$ cat src/rtl/pipeline_control.sv
// ---------------------------------------------------------------------------
// pipeline_control
//
// Central stall sequencer for the five-stage pipeline. It merges the ID
// hazard request and the EX multi-cycle hold into one freeze vector for the
// PC and the inter-stage latches. It also counts down multi-cycle execute
// operations such as multiply-accumulate and divide.
//
// Parameters
//   COUNT_WIDTH          width of the multi-cycle length field and counter
//
// Ports
//   clock                sole clock, rising edge
//   reset                asynchronous, active-low
//   id_stall_request     ID one-cycle hold request (level, same-cycle effect)
//   ex_multi_start       EX multi-cycle request (level, held until done)
//   ex_multi_cycles      requested stall length, sampled only on accept
//   flush                abort any operation, drop all stalls this cycle
//   stall[5:0]           freeze vector: 0 PC, 1 IF/ID, 2 ID/EX, 3 EX/MEM,
//                        4 MEM/WB, 5 reserved (always 0)
//   ex_multi_done        one-cycle pulse: EX result valid, instruction advances
//   ex_busy              high while the sequencer is counting (BUSY)
//   o_dbg_state          current sequencer state, for observation only
//
// Optional build macro: PIPELINE_CONTROL_PERF_EN
//   stall_cycles_clear   synchronous clear of the stall counter (input)
//   stall_cycles[31:0]   saturating count of edges with stall[0]=1 (output)
//
// EX handshake: ex_multi_start is a level request that EX holds high.
// The sequencer accepts it in IDLE when the length is non-zero. It
// acknowledges with a single ex_multi_done pulse. EX drops the request
// after that pulse. The request is ignored while BUSY and during DONE,
// so a request still held in the DONE cycle cannot retrigger.
// ---------------------------------------------------------------------------
module pipeline_control #(
    parameter int COUNT_WIDTH = 6
) (
    input  logic                   clock,
    input  logic                   reset,
    input  logic                   id_stall_request,
    input  logic                   ex_multi_start,
    input  logic [COUNT_WIDTH-1:0] ex_multi_cycles,
    input  logic                   flush,
`ifdef PIPELINE_CONTROL_PERF_EN
    input  logic                   stall_cycles_clear,
    output logic [31:0]            stall_cycles,
`endif
    output logic [5:0]             stall,
    output logic                   ex_multi_done,
    output logic                   ex_busy,
    output logic [1:0]             o_dbg_state
);

    typedef enum logic [1:0] {
        ST_IDLE = 2'd0,
        ST_BUSY = 2'd1,
        ST_DONE = 2'd2
    } state_t;

    state_t                 r_state;
    logic [COUNT_WIDTH-1:0] r_count;
    logic                   r_busy;

    logic w_accept;
    logic w_ex_hold;

    // Accept is qualified by reset so that a request held through reset
    // cannot leak a stall while the block is being reset.
    assign w_accept  = reset && (r_state == ST_IDLE) && ex_multi_start &&
                       (ex_multi_cycles != '0);
    assign w_ex_hold = w_accept || (r_state == ST_BUSY);

    always_ff @(posedge clock or negedge reset) begin
        if (!reset) begin
            r_state <= ST_IDLE;
            r_count <= '0;
            r_busy  <= 1'b0;
        end else if (flush) begin
            // Flush wins over everything, including a simultaneous accept.
            r_state <= ST_IDLE;
            r_count <= '0;
            r_busy  <= 1'b0;
        end else begin
            case (r_state)
                ST_IDLE: begin
                    if (w_accept) begin
                        if (ex_multi_cycles == COUNT_WIDTH'(1)) begin
                            r_state <= ST_DONE;
                            r_busy  <= 1'b0;
                        end else begin
                            // The accept cycle itself is the first stall cycle.
                            r_count <= ex_multi_cycles - COUNT_WIDTH'(1);
                            r_state <= ST_BUSY;
                            r_busy  <= 1'b1;
                        end
                    end
                end
                ST_BUSY: begin
                    // The count only moves while above 1, so it never wraps.
                    if (r_count == COUNT_WIDTH'(1)) begin
                        r_state <= ST_DONE;
                        r_busy  <= 1'b0;
                    end else begin
                        r_count <= r_count - COUNT_WIDTH'(1);
                    end
                end
                ST_DONE: begin
                    r_state <= ST_IDLE;
                    r_busy  <= 1'b0;
                end
                default: begin
                    r_state <= ST_IDLE;
                    r_busy  <= 1'b0;
                end
            endcase
        end
    end

    // EX hold dominates the ID request. Flush and reset silence both.
    always_comb begin
        stall = 6'b000000;
        if (reset && !flush) begin
            if (w_ex_hold) begin
                stall = 6'b001111;
            end else if (id_stall_request) begin
                stall = 6'b000111;
            end
        end
    end

    assign ex_multi_done = (r_state == ST_DONE) && !flush;
    assign ex_busy       = r_busy;
    assign o_dbg_state   = r_state;

`ifdef PIPELINE_CONTROL_PERF_EN
    logic [31:0] r_stall_cycles;

    always_ff @(posedge clock or negedge reset) begin
        if (!reset) begin
            r_stall_cycles <= '0;
        end else if (stall_cycles_clear) begin
            r_stall_cycles <= '0;
        end else if (stall[0] && (r_stall_cycles != 32'hFFFF_FFFF)) begin
            r_stall_cycles <= r_stall_cycles + 32'd1;
        end
    end

    assign stall_cycles = r_stall_cycles;
`endif

endmodule
$ cat config.mk
export PLATFORM = sky130hd
export DESIGN_NAME = pipeline_control
export DESIGN_NICKNAME = d
export VERILOG_FILES = /design/src/rtl/pipeline_control.sv
export SDC_FILE = /design/constraint.sdc
export NUM_CORES = 1
export LEC_CHECK = 0
export ABC_AREA = 0
export CAP_MARGIN = 10
export CORE_MARGIN = 2
export CORE_UTILIZATION = 45
export CTS_BUF_LIST = sky130_fd_sc_hd__clkbuf_4 sky130_fd_sc_hd__clkbuf_8
export DETAILED_ROUTE_END_ITERATION = 8
export PLACE_DENSITY = 0.86
export SLEW_MARGIN = 0
export SYNTH_ARGS = -nofsm -noshare
export SYNTH_HDL_FRONTEND = slang
export SYNTH_SLANG_ARGS = --single-unit
$ cat constraint.sdc
create_clock -name clock -period 1.7 [get_ports clock]
set_clock_uncertainty 0.1 [all_clocks]
set_input_delay 0.34 -clock clock [delete_from_list [all_inputs] [get_ports clock]]
set_output_delay 0.34 -clock clock [all_outputs]
set_load 0.01 [all_outputs]
==> flow_metrics.env, run 1 <==
export IMPL_run_status="finished with violations"
export IMPL_violations="setup timing"
export IMPL_gp_congestion=0.8882
export IMPL_post_route_cell_area_um2=1333
export IMPL_die_wd_um=46.45
export IMPL_io_buffers=18
export IMPL_top_level_ports=21
export IMPL_cells_along_the_critical_path="buf_8, buf_6, ha_4, or2_0, a2111o_1, a21o_1, o32ai_2"
export IMPL_post_route_drc_count=0
export IMPL_via_count_of_the_routed_design=968
export IMPL_finalMaxSlewViolations=0
export IMPL_layout_core_utilization_pct=78.02
export IMPL_placed_cell_area_um2=1220
export IMPL_cts_hold_buffers=0
export IMPL_via_per_inst=5.628
export IMPL_netlist_top_cells_area="sky130_fd_sc_hd__dfrtp_1 (28%), sky130_fd_sc_hd__a21oi_1 (6.2%), sky130_fd_sc_hd__ha_1 (6.2%)"
export IMPL_cellLeakagePower_nw=0.6457
export IMPL_ir_worst_vdd_mv=0.5496
export IMPL_post_synth_top_area_cell="sky130_fd_sc_hd__dfrtp_1"
export IMPL_die_area_um2=2157
export IMPL_dp_final_hpwl_um=1733
export IMPL_syn_cell_area_um2=810.8
export IMPL_timing_final_crit_share_pct=105.1
export IMPL_synthArstFlopShare_pct=100.0
export IMPL_detailedRoute_firstPassIterationCount=5
export IMPL_routedWlPerCell_um=14.76
export IMPL_postSynthAreaPerCell_um2=8.359
export IMPL_report_final_setup_viol=6
export IMPL_final_hold_viol_count=0
export IMPL_floorplan_core_area_um2=1708
export IMPL_tritoncts_clock_tree="built"
export IMPL_syn2layout_area_growth_pct=64.35
export IMPL_synth_sequential_area_ratio_pct=27.78
export IMPL_grt_pass1_vias=966
export IMPL_post_place_cells=160
export IMPL_worst_setup_hold_path_clk_slew_ps=70
export IMPL_grt_pass1_wl_um=3967
export IMPL_clkLatencyLatePin_ps=270
export IMPL_first_iter_violations=34
export IMPL_grtUsageTotal_pct=26.31
export IMPL_fin_tns_setup_ps=-367.2
export IMPL_most_used_dff_post_synth="sky130_fd_sc_hd__dfrtp_1"
export IMPL_ctsLongestPathBuffers=2
export IMPL_synth_warning_count=0
export IMPL_grt_overflow_total=0
export IMPL_postLayoutSetupSlackWorst_ps=-86.50
export IMPL_post_route_min_period_ps=1787
export IMPL_grt_setup_unrepaired="yes"
export IMPL_ys_ff_latch=9
export IMPL_cts_root_buf="sky130_fd_sc_hd__clkbuf_4"
export IMPL_grt_max_degree=14
export IMPL_maxCapViolCount=0
export IMPL_synthesis_instances=97
export IMPL_number_of_inserted_filler_cells_in_the_final_layout=109
export IMPL_diodes=0
export IMPL_final_nets=163
export IMPL_worstSetupPathType="in -> reg"
export IMPL_totalWireLength_um=2538
export IMPL_tritoncts_num_buffers=3
export IMPL_critical_path_max_stage_delay_ps=450
export IMPL_synth_lib_cells_used_distinct=40
export IMPL_die_h_um=46.45
export IMPL_initial_core_util_pct=47.47
export IMPL_antenna_found_initial=0
export IMPL_powerDensity_nw_per_um2=597.9
export IMPL_critPathLaunchType="input pin"
export IMPL_critical_path_cell_with_the_highest_stage_delay="sky130_fd_sc_hd__a2111o_1"
export IMPL_core_rowCount=15
export IMPL_hp_class="in -> async"
export IMPL_gate_family_responsible_for_the_most_delay_along_the_worst_path="compound AO/OA/AOI/OAI gates"
export IMPL_post_synth_top_area_fraction_pct=27.78
export IMPL_post_synth_edffs=0
export IMPL_crit_end_category="flop"
export IMPL_antenna_left=0
export IMPL_crit_fanout=4
export IMPL_clkSinkCount=9
export IMPL_drive_above_1_share_pct=46.26
export IMPL_stdcell_count=172
export IMPL_critical_path_n_buffers_inverters=2
export IMPL_cp_data_arrival_time_ps=1860
export IMPL_cts_htree_levels=1
export IMPL_worstPathRequired_ps=1780
export IMPL_max_freq_ghz=0.5598
[synth_stat cells (2+ instances only)]
cell type	instances
sky130_fd_sc_hd__buf_4	4
sky130_fd_sc_hd__inv_1	8
sky130_fd_sc_hd__a21oi_1	10
sky130_fd_sc_hd__nand2b_1	4
sky130_fd_sc_hd__a21o_1	2
sky130_fd_sc_hd__nand3_1	3
sky130_fd_sc_hd__nor2_1	5
sky130_fd_sc_hd__nor2b_1	2
sky130_fd_sc_hd__ha_1	4
sky130_fd_sc_hd__dfrtp_1	9
sky130_fd_sc_hd__nand2_1	4
sky130_fd_sc_hd__a22oi_1	3
sky130_fd_sc_hd__o21a_1	3
sky130_fd_sc_hd__o32ai_1	4
sky130_fd_sc_hd__clkbuf_1	2
sky130_fd_sc_hd__buf_2	2
sky130_fd_sc_hd__a31oi_1	2
sky130_fd_sc_hd__nor3_1	3
sky130_fd_sc_hd__nor3b_1	2
[registers in the layout (all words and copies together), names as in the netlist]
name,count
o_dbg_state,2
r_count,6
ex_busy,1
[power breakdown]
group	internal, mW	switching [mW]	total, mW	leakage (nW)
clock network	0.107	0.0822	0.189	0.0184
registers	0.234	0.0165	0.250	0.121
logic	0.186	0.172	0.358	0.506
[cell usage in the layout (no fill, tap or decap), drive strengths merged, types with 3 or more instances in the layout]
cell type and n:
a21o 3, a21oi 10, a22oi 3, buf 46, clkbuf 4, dfrtp 9
dlygate4sd2 5, ha 4, inv 8, nand2 4, nand2b 4, nand3 3
nor2 5, nor3 3, o21a 3, o32ai 5
[cells by family (layout without fill, tap and decap cells)]
group	after synthesis	in the layout	share of synthesized area, %
other	1	2	0.4625
adder cells (fa/ha/maj)	4	4	6.173
XOR/XNOR	2	2	2.161
flip-flops	9	9	27.78
AND/OR/NAND/NOR	29	29	20.37
AO/OA/AOI/OAI	33	33	29.48
buffers and inverters	17	66	10.96
multiplexers	2	2	2.623
[what timing repair did]
| action | 4_1_cts | 5_1_grt |
|---|---|---|
| setup endpoints to repair | 16 | 11 |
| pin swaps | 10 | 4 |
| buffers inserted | 5 | 3 |
| gates resized for setup | 67 | 3 |
[per-layer routing]
metal | GRT usage [%] | share of wire [%] | vias to the layer above
met2 | 49.72 | 53 | 59
met1 | 27.27 | 39 | 453
met3 | 3.529 | 5.6 | 11
li1 | - | - | 445
met5 | 0 | 0 | -
met4 | 14.29 | 2.6 | 0
[worst register-to-register path, stage by stage (launching register included)]
cell and delay [ps]:
sky130_fd_sc_hd__dfrtp_1 410, sky130_fd_sc_hd__buf_4 150, sky130_fd_sc_hd__a2111o_1 460, sky130_fd_sc_hd__a21o_1 250, sky130_fd_sc_hd__o32ai_2 280
[per-stage QoR]
step                hold slack [ps]  power (mW)  setup WS [ps]
detailed placement            436.3      0.5688          -1061
floorplan                    -55.59      0.4212         -144.1
finish                        42.49      0.7967         -86.50
CTS                           43.44      0.7776         -143.1
global route                  65.44      0.8363         -147.2
global placement              445.4      0.5584         -995.7
[worst paths after layout]
kind                                            start                      to  slack, ps  cells past startpoint
min in group clock                              flush  r_count[4]$_DFFE_PN0P_        470                      2
min                                             reset     ex_busy$_DFFE_PN0P_         40                      2
min reg2reg                    r_count[4]$_DFFE_PN0P_  r_count[4]$_DFFE_PN0P_        480                      2
max                                ex_multi_cycles[0]  r_count[5]$_DFFE_PN0P_        -90                      7
max reg2reg                o_dbg_state[0]$_DFFE_PN0P_  r_count[5]$_DFFE_PN0P_        -40                      4
max in group asynchronous                       reset  r_count[1]$_DFFE_PN0P_       1310                      2
[cell type report]
class                           count  area, µm²  area share [%]
Tap cell                           25      31.28           2.347
Clock buffer                        4      30.03           2.254
Timing Repair Buffer               54      435.4           32.68
Inverter                            8      47.55           3.568
Multi-Input combinational cell     72      563.0           42.25
Sequential cell                     9      225.2           16.90
(Power assumes the default switching activity.)
==> run 2, diff against run 1 <==
--- a/config.mk
+++ b/config.mk
@@ -7,12 +7,13 @@
 export LEC_CHECK = 0
 export ABC_AREA = 0
 export CAP_MARGIN = 10
+export CORE_ASPECT_RATIO = 1.2
 export CORE_MARGIN = 2
-export CORE_UTILIZATION = 45
+export CORE_UTILIZATION = 50
 export CTS_BUF_LIST = sky130_fd_sc_hd__clkbuf_4 sky130_fd_sc_hd__clkbuf_8
 export DETAILED_ROUTE_END_ITERATION = 8
-export PLACE_DENSITY = 0.86
-export SLEW_MARGIN = 0
+export PLACE_DENSITY = 0.9
+export SLEW_MARGIN = 30
 export SYNTH_ARGS = -nofsm -noshare
 export SYNTH_HDL_FRONTEND = slang
 export SYNTH_SLANG_ARGS = --single-unit
==> constraint.sdc (replaced) <==
create_clock -name clock -period 2 [get_ports clock]
set_clock_uncertainty 0.1 [all_clocks]
set_input_delay 0.4 -clock clock [delete_from_list [all_inputs] [get_ports clock]]
set_output_delay 0.4 -clock clock [all_outputs]
set_load 0.01 [all_outputs]
==> run 2 against run 1 <==
Compared with the run above:
- the flow now finishes without violations
- first-iteration DRC count decreased by 44%
- utilization increased by 1.4 points
- largest power group unchanged
- wire length is 13% lower
- critical path type unchanged
- global-route usage grew 1.6 points
- flip-flop and latch count stayed put
- combinational power is 30% lower
- via count fell by 8.7%
- die area down 9.1%
- sequential power is 14% lower
- final cell count shrank 12%
- sequential share of layout area rose by 2.2 points
- clock-buffer cell count unchanged
==> flow_metrics.env, run 2 (same netlist as run 1, synthesis figures left out) <==
export IMPL_totalWireLength_um=2210
export IMPL_post_route_drc_count=0
export IMPL_multi_input_comb_area_um2=544.3
export IMPL_critical_path_max_stage_delay_ps=440
export IMPL_cp_data_arrival_time_ps=2000
export IMPL_powerDensity_nw_per_um2=529.7
export IMPL_grt_overflow_total=0
export IMPL_grtUsageTotal_pct=27.91
export IMPL_cts_htree_levels=1
export IMPL_post_place_cells=145
export IMPL_layout_common_cells="sky130_fd_sc_hd__buf_4 (22), sky130_fd_sc_hd__dfrtp_1 (9), sky130_fd_sc_hd__a21oi_1 (8)"
export IMPL_post_route_cell_area_um2=1177
export IMPL_ff_latch_area_um2=225.2
export IMPL_grt_pass1_vias=810
export IMPL_routedWlPerCell_um=14.54
export IMPL_die_wd_um=40.76
export IMPL_first_iter_violations=19
export IMPL_detailedRoute_firstPassIterationCount=4
export IMPL_worst_setup_hold_path_clk_slew_ps=70
export IMPL_registers_top_by_ff_count="r_count"
export IMPL_via_per_inst=5.816
export IMPL_seqPwrFrac_pct=34.3
export IMPL_power_report_internal_total_mw=0.4136
export IMPL_via_count_of_the_routed_design=884
export IMPL_top_level_ports=21
export IMPL_io_buffers=18
export IMPL_run_status="finished, final reports clean"
export IMPL_finalMaxSlewViolations=0
export IMPL_worstPathRequired_ps=2070
export IMPL_crit_fanout=5
export IMPL_initial_core_util_pct=54.68
export IMPL_core_rowCount=15
export IMPL_cellLeakagePower_nw=0.5586
export IMPL_crit_end_category="flop"
export IMPL_placed_cell_area_um2=1117
export IMPL_gp_congestion=0.9079
export IMPL_post_route_min_period_ps=1934
export IMPL_floorplan_core_area_um2=1483
export IMPL_hp_class="in -> async"
export IMPL_cells_along_the_critical_path="buf_2, inv_2, buf_4, ha_4, or2_0, a2111o_1, a21o_1, o32ai_2"
export IMPL_final_nets=151
export IMPL_ctsLongestPathBuffers=2
export IMPL_critPathLaunchType="input pin"
export IMPL_stdcell_count=152
export IMPL_die_h_um=48.11
export IMPL_report_final_setup_viol=0
export IMPL_tritoncts_num_buffers=3
export IMPL_tritoncts_clock_tree="built"
export IMPL_clkSinkCount=9
export IMPL_clkLatencyLatePin_ps=260
export IMPL_worstSetupPathType="in -> reg"
export IMPL_power_frac_comb_pct=40.5
export IMPL_critical_path_cell_with_the_highest_stage_delay="sky130_fd_sc_hd__a2111o_1"
export IMPL_number_of_inserted_filler_cells_in_the_final_layout=109
export IMPL_dp_final_hpwl_um=1714
export IMPL_cts_root_buf="sky130_fd_sc_hd__clkbuf_4"
export IMPL_max_freq_ghz=0.5172
export IMPL_grt_pass1_wl_um=3567
export IMPL_max_ffs_per_register=6
export IMPL_final_hold_viol_count=0
export IMPL_layout_cells_most_common="sky130_fd_sc_hd__buf_4"
export IMPL_critical_path_n_buffers_inverters=3
export IMPL_drive_above_1_share_pct=34.81
export IMPL_fin_tns_setup_ps=0
export IMPL_gate_family_responsible_for_the_most_delay_along_the_worst_path="compound AO/OA/AOI/OAI gates"
export IMPL_maxCapViolCount=0
export IMPL_antenna_found_initial=0
export IMPL_clockPowerShare_pct=25.3
export IMPL_grt_max_degree=14
export IMPL_diodes=0
export IMPL_switching_share_of_total_power_pct=33.69
export IMPL_timing_final_crit_share_pct=96.68
export IMPL_r2r_setup_slack_ps=140
export IMPL_dp_slack_ps=-721.8
export IMPL_net_switching_power_mw=0.2101
export IMPL_antenna_left=0
export IMPL_die_area_um2=1961
export IMPL_grt_setup_unrepaired="no"
export IMPL_ir_worst_vdd_mv=0.4839
export IMPL_syn2layout_area_growth_pct=45.22
export IMPL_postLayoutSetupSlackWorst_ps=66.45
run 2: cell type report:
| cell class | count | share of cell area, % |
|---|---|---|
| clock buffers | 4 | 2.550 |
| repair buffers | 42 | 27.74 |
| inverters | 8 | 2.550 |
| flip-flops and latches | 9 | 19.13 |
| well taps | 17 | 1.807 |
| multi-input cells | 72 | 46.23 |
run 2: routing by layer:
metal / GRT usage (%) / share of wire (%) / vias to the layer above
met5: 0 / 0 / -
li1: - / - / 424
met2: 48.89 / 54 / 33
met4: 12.67 / 2.0 / 0
met1: 30.46 / 39 / 421
met3: 8.219 / 5.8 / 6
run 2: final timing paths:
check	endpoint	from	depth (start not counted)
hold reg to reg	r_count[4]$_DFFE_PN0P_	r_count[4]$_DFFE_PN0P_	2
hold / removal	r_count[0]$_DFFE_PN0P_	reset	2
min in group clock	r_count[4]$_DFFE_PN0P_	r_count[4]$_DFFE_PN0P_	2
setup / recovery	r_count[5]$_DFFE_PN0P_	ex_multi_cycles[1]	8
max in group asynchronous	r_count[1]$_DFFE_PN0P_	reset	2
setup reg to reg	o_dbg_state[0]$_DFFE_PN0P_	r_count[1]$_DFFE_PN0P_	8
run 2: power groups by stage:
stage | Sequential [mW] | Clock (mW) | Combinational (mW)
after CTS | 0.213 | 0.161 | 0.247
after global routing | 0.215 | 0.178 | 0.280
final | 0.214 | 0.158 | 0.252
after global placement | 0.215 | 0 | 0.233
after floorplan | 0.214 | 0 | 0.139
after detailed placement | 0.217 | 0 | 0.243
run 2: timing repair:
item / CTS / global route
hold buffers: 0 / 0
setup buffers: 2 / 1
setup endpoints to repair: 13 / 7
pin swaps: 7 / 6
gates resized for setup: 42 / 3
run 2: worst register-to-register path, stage by stage, from the launching register on:
cell and delay [ps]:
sky130_fd_sc_hd__dfrtp_1 400, sky130_fd_sc_hd__inv_1 90, sky130_fd_sc_hd__ha_1 150, sky130_fd_sc_hd__nor2b_1 210, sky130_fd_sc_hd__a21o_1 310, sky130_fd_sc_hd__a21o_1 240
sky130_fd_sc_hd__buf_4 140, sky130_fd_sc_hd__buf_4 90, sky130_fd_sc_hd__inv_1 30
run 2: through the flow:
| step | power (mW) | hold WS (ps) | util (%) |
|---|---|---|---|
| final | 0.6237 | 113.2 | 79.41 |
| after global routing | 0.6725 | 115.8 | 79.41 |
| after CTS | 0.6209 | 111.8 | 79.07 |
| after detailed placement | 0.4598 | 462.1 | 75.36 |
| after global placement | 0.4474 | 437.0 | 75.36 |
| after floorplan | 0.3532 | 4.409 | - |
==> run 3, diff against run 2 <==
--- a/config.mk
+++ b/config.mk
@@ -13,6 +13,7 @@
 export CTS_BUF_LIST = sky130_fd_sc_hd__clkbuf_4 sky130_fd_sc_hd__clkbuf_8
 export DETAILED_ROUTE_END_ITERATION = 8
 export PLACE_DENSITY = 0.9
+export REMOVE_ABC_BUFFERS = 1
 export SLEW_MARGIN = 30
 export SYNTH_ARGS = -nofsm -noshare
 export SYNTH_HDL_FRONTEND = slang
==> run 3 against run 2 <==
Compared with the run above:
- global-route usage is 2.5 points higher
- first-iteration DRC count down 16%
- sequential share of layout area fell by 0.081 points
- non-clock buffer count is 2 lower
- power rose by 1.9%
- critical path depth fell by 1
- register-to-register slack better by 40 ps
- combinational power about the same
- utilization grew 0.34 points
- clock power increased by 6%
==> flow_metrics.env, run 3 (same netlist as run 1, synthesis figures left out) <==
export IMPL_ir_worst_vdd_mv=0.3693
export IMPL_stdcell_count=150
export IMPL_grt_pass1_wl_um=3843
export IMPL_worst_r2r_startpoint="o_dbg_state[0]$_DFFE_PN0P_"
export IMPL_grt_setup_unrepaired="yes"
export IMPL_first_iter_violations=16
export IMPL_max_ffs_per_register=6
export IMPL_worstSetupPathType="in -> reg"
export IMPL_grt_max_degree=14
export IMPL_crit_end_category="flop"
export IMPL_floorplan_core_area_um2=1483
export IMPL_cellLeakagePower_nw=0.5586
export IMPL_timing_final_crit_share_pct=96.81
export IMPL_via_per_inst=5.913
export IMPL_core_rowCount=15
export IMPL_grt_pass1_vias=884
export IMPL_die_wd_um=40.76
export IMPL_run_status="finished, final reports clean"
export IMPL_post_route_cell_area_um2=1182
export IMPL_syn2layout_area_growth_pct=45.83
export IMPL_clkSinkCount=9
export IMPL_layout_core_utilization_pct=79.75
export IMPL_placed_cell_area_um2=1107
export IMPL_dp_slack_ps=-775.1
export IMPL_cts_hold_buffers=0
export IMPL_maxCapViolCount=0
export IMPL_powerDensity_nw_per_um2=537.4
export IMPL_layout_cells_most_common="sky130_fd_sc_hd__buf_4"
export IMPL_layout_common_cells="sky130_fd_sc_hd__buf_4 (20), sky130_fd_sc_hd__dfrtp_1 (9), sky130_fd_sc_hd__a21oi_1 (8)"
export IMPL_report_power_total_mw=0.6355
export IMPL_post_route_drc_count=0
export IMPL_top_level_ports=21
export IMPL_gp_congestion=0.8988
export IMPL_r2r_setup_slack_ps=180
export IMPL_registers_top_by_ff_count="r_count"
export IMPL_fin_tns_setup_ps=0
export IMPL_die_h_um=48.11
export IMPL_dp_final_hpwl_um=1724
export IMPL_initial_core_util_pct=54.68
export IMPL_grt_overflow_total=0
export IMPL_worstRegToRegCells=5
export IMPL_routedWlPerCell_um=16.37
export IMPL_final_hold_viol_count=0
export IMPL_post_route_min_period_ps=1936
export IMPL_postLayoutSetupSlackWorst_ps=63.74
export IMPL_totalWireLength_um=2456
export IMPL_grtUsageTotal_pct=30.42
export IMPL_worst_setup_hold_path_clk_slew_ps=70
export IMPL_finalMaxSlewViolations=0
export IMPL_report_final_setup_viol=0
export IMPL_critPathLaunchType="input pin"
export IMPL_antenna_found_initial=0
export IMPL_via_count_of_the_routed_design=887
export IMPL_diodes=0
export IMPL_tritoncts_clock_tree="built"
export IMPL_cts_root_buf="sky130_fd_sc_hd__clkbuf_4"
export IMPL_hp_class="in -> async"
export IMPL_tritoncts_num_buffers=3
export IMPL_final_nets=149
export IMPL_detailedRoute_firstPassIterationCount=4
export IMPL_crit_fanout=6
export IMPL_ctsLongestPathBuffers=2
export IMPL_regToRegEndpoint="r_count[5]$_DFFE_PN0P_"
export IMPL_whs_ps=100.3
export IMPL_die_area_um2=1961
export IMPL_post_place_cells=144
export IMPL_clkLatencyLatePin_ps=280
export IMPL_antenna_left=0
export IMPL_worstPathRequired_ps=2090
export IMPL_cts_htree_levels=1
export IMPL_io_buffers=18
export IMPL_max_freq_ghz=0.5165
export IMPL_drive_above_1_share_pct=36.84
export IMPL_cp_data_arrival_time_ps=2030
## run 3: metal layers
layer  global-route usage [%]  part of all wire, %  routed length, µm
met1                    34.67                   39                954
met2                    54.92                   55               1348
met3                    4.110                  3.8                 93
met4                    14.00                  2.4                 59
met5                        0                    0                  0
## run 3: what timing repair did
action / in CTS / in global routing
resized for setup: 41 / 12
endpoints found under the setup margin: 13 / 8
setup buffers: 1 / 1
hold endpoints to repair: 0 / 0
pin swaps: 6 / 9
## run 3: final cells by class
class,count,area (µm²)
multi-input combinational,72,556.8
timing repair buffer,40,319.1
fill,106,300.3
sequential,9,225.2
clock buffer,4,30.03
inverter,8,30.03
tap,17,21.27
## run 3: worst max-delay path, stage by stage
cell and delay [ps]:
sky130_fd_sc_hd__buf_6 100, sky130_fd_sc_hd__buf_6 110, sky130_fd_sc_hd__ha_4 150, sky130_fd_sc_hd__or2_0 210, sky130_fd_sc_hd__a2111o_1 530, sky130_fd_sc_hd__a21o_4 280, sky130_fd_sc_hd__o32ai_2 250
## run 3: how the worst max path moves through the flow
stage | from | to | cells after the start
5_1_grt | ex_multi_cycles[0] | r_count[5]$_DFFE_PN0P_ | 7
3_5_place_dp | ex_multi_cycles[1] | stall[0] | 7
4_1_cts | flush | ex_multi_done | 4
3_3_place_gp | ex_multi_cycles[1] | stall[0] | 7
6_report | ex_multi_cycles[0] | r_count[5]$_DFFE_PN0P_ | 7
2_1_floorplan | ex_multi_cycles[0] | r_count[5]$_DFFE_PN0P_ | 6
## run 3: power by group
part	total (mW)	switching (mW)	internal, mW
clock	0.168	0.0769	0.0912
sequential	0.215	0.0167	0.199
combinational	0.252	0.129	0.123
total	0.635	0.223	0.413
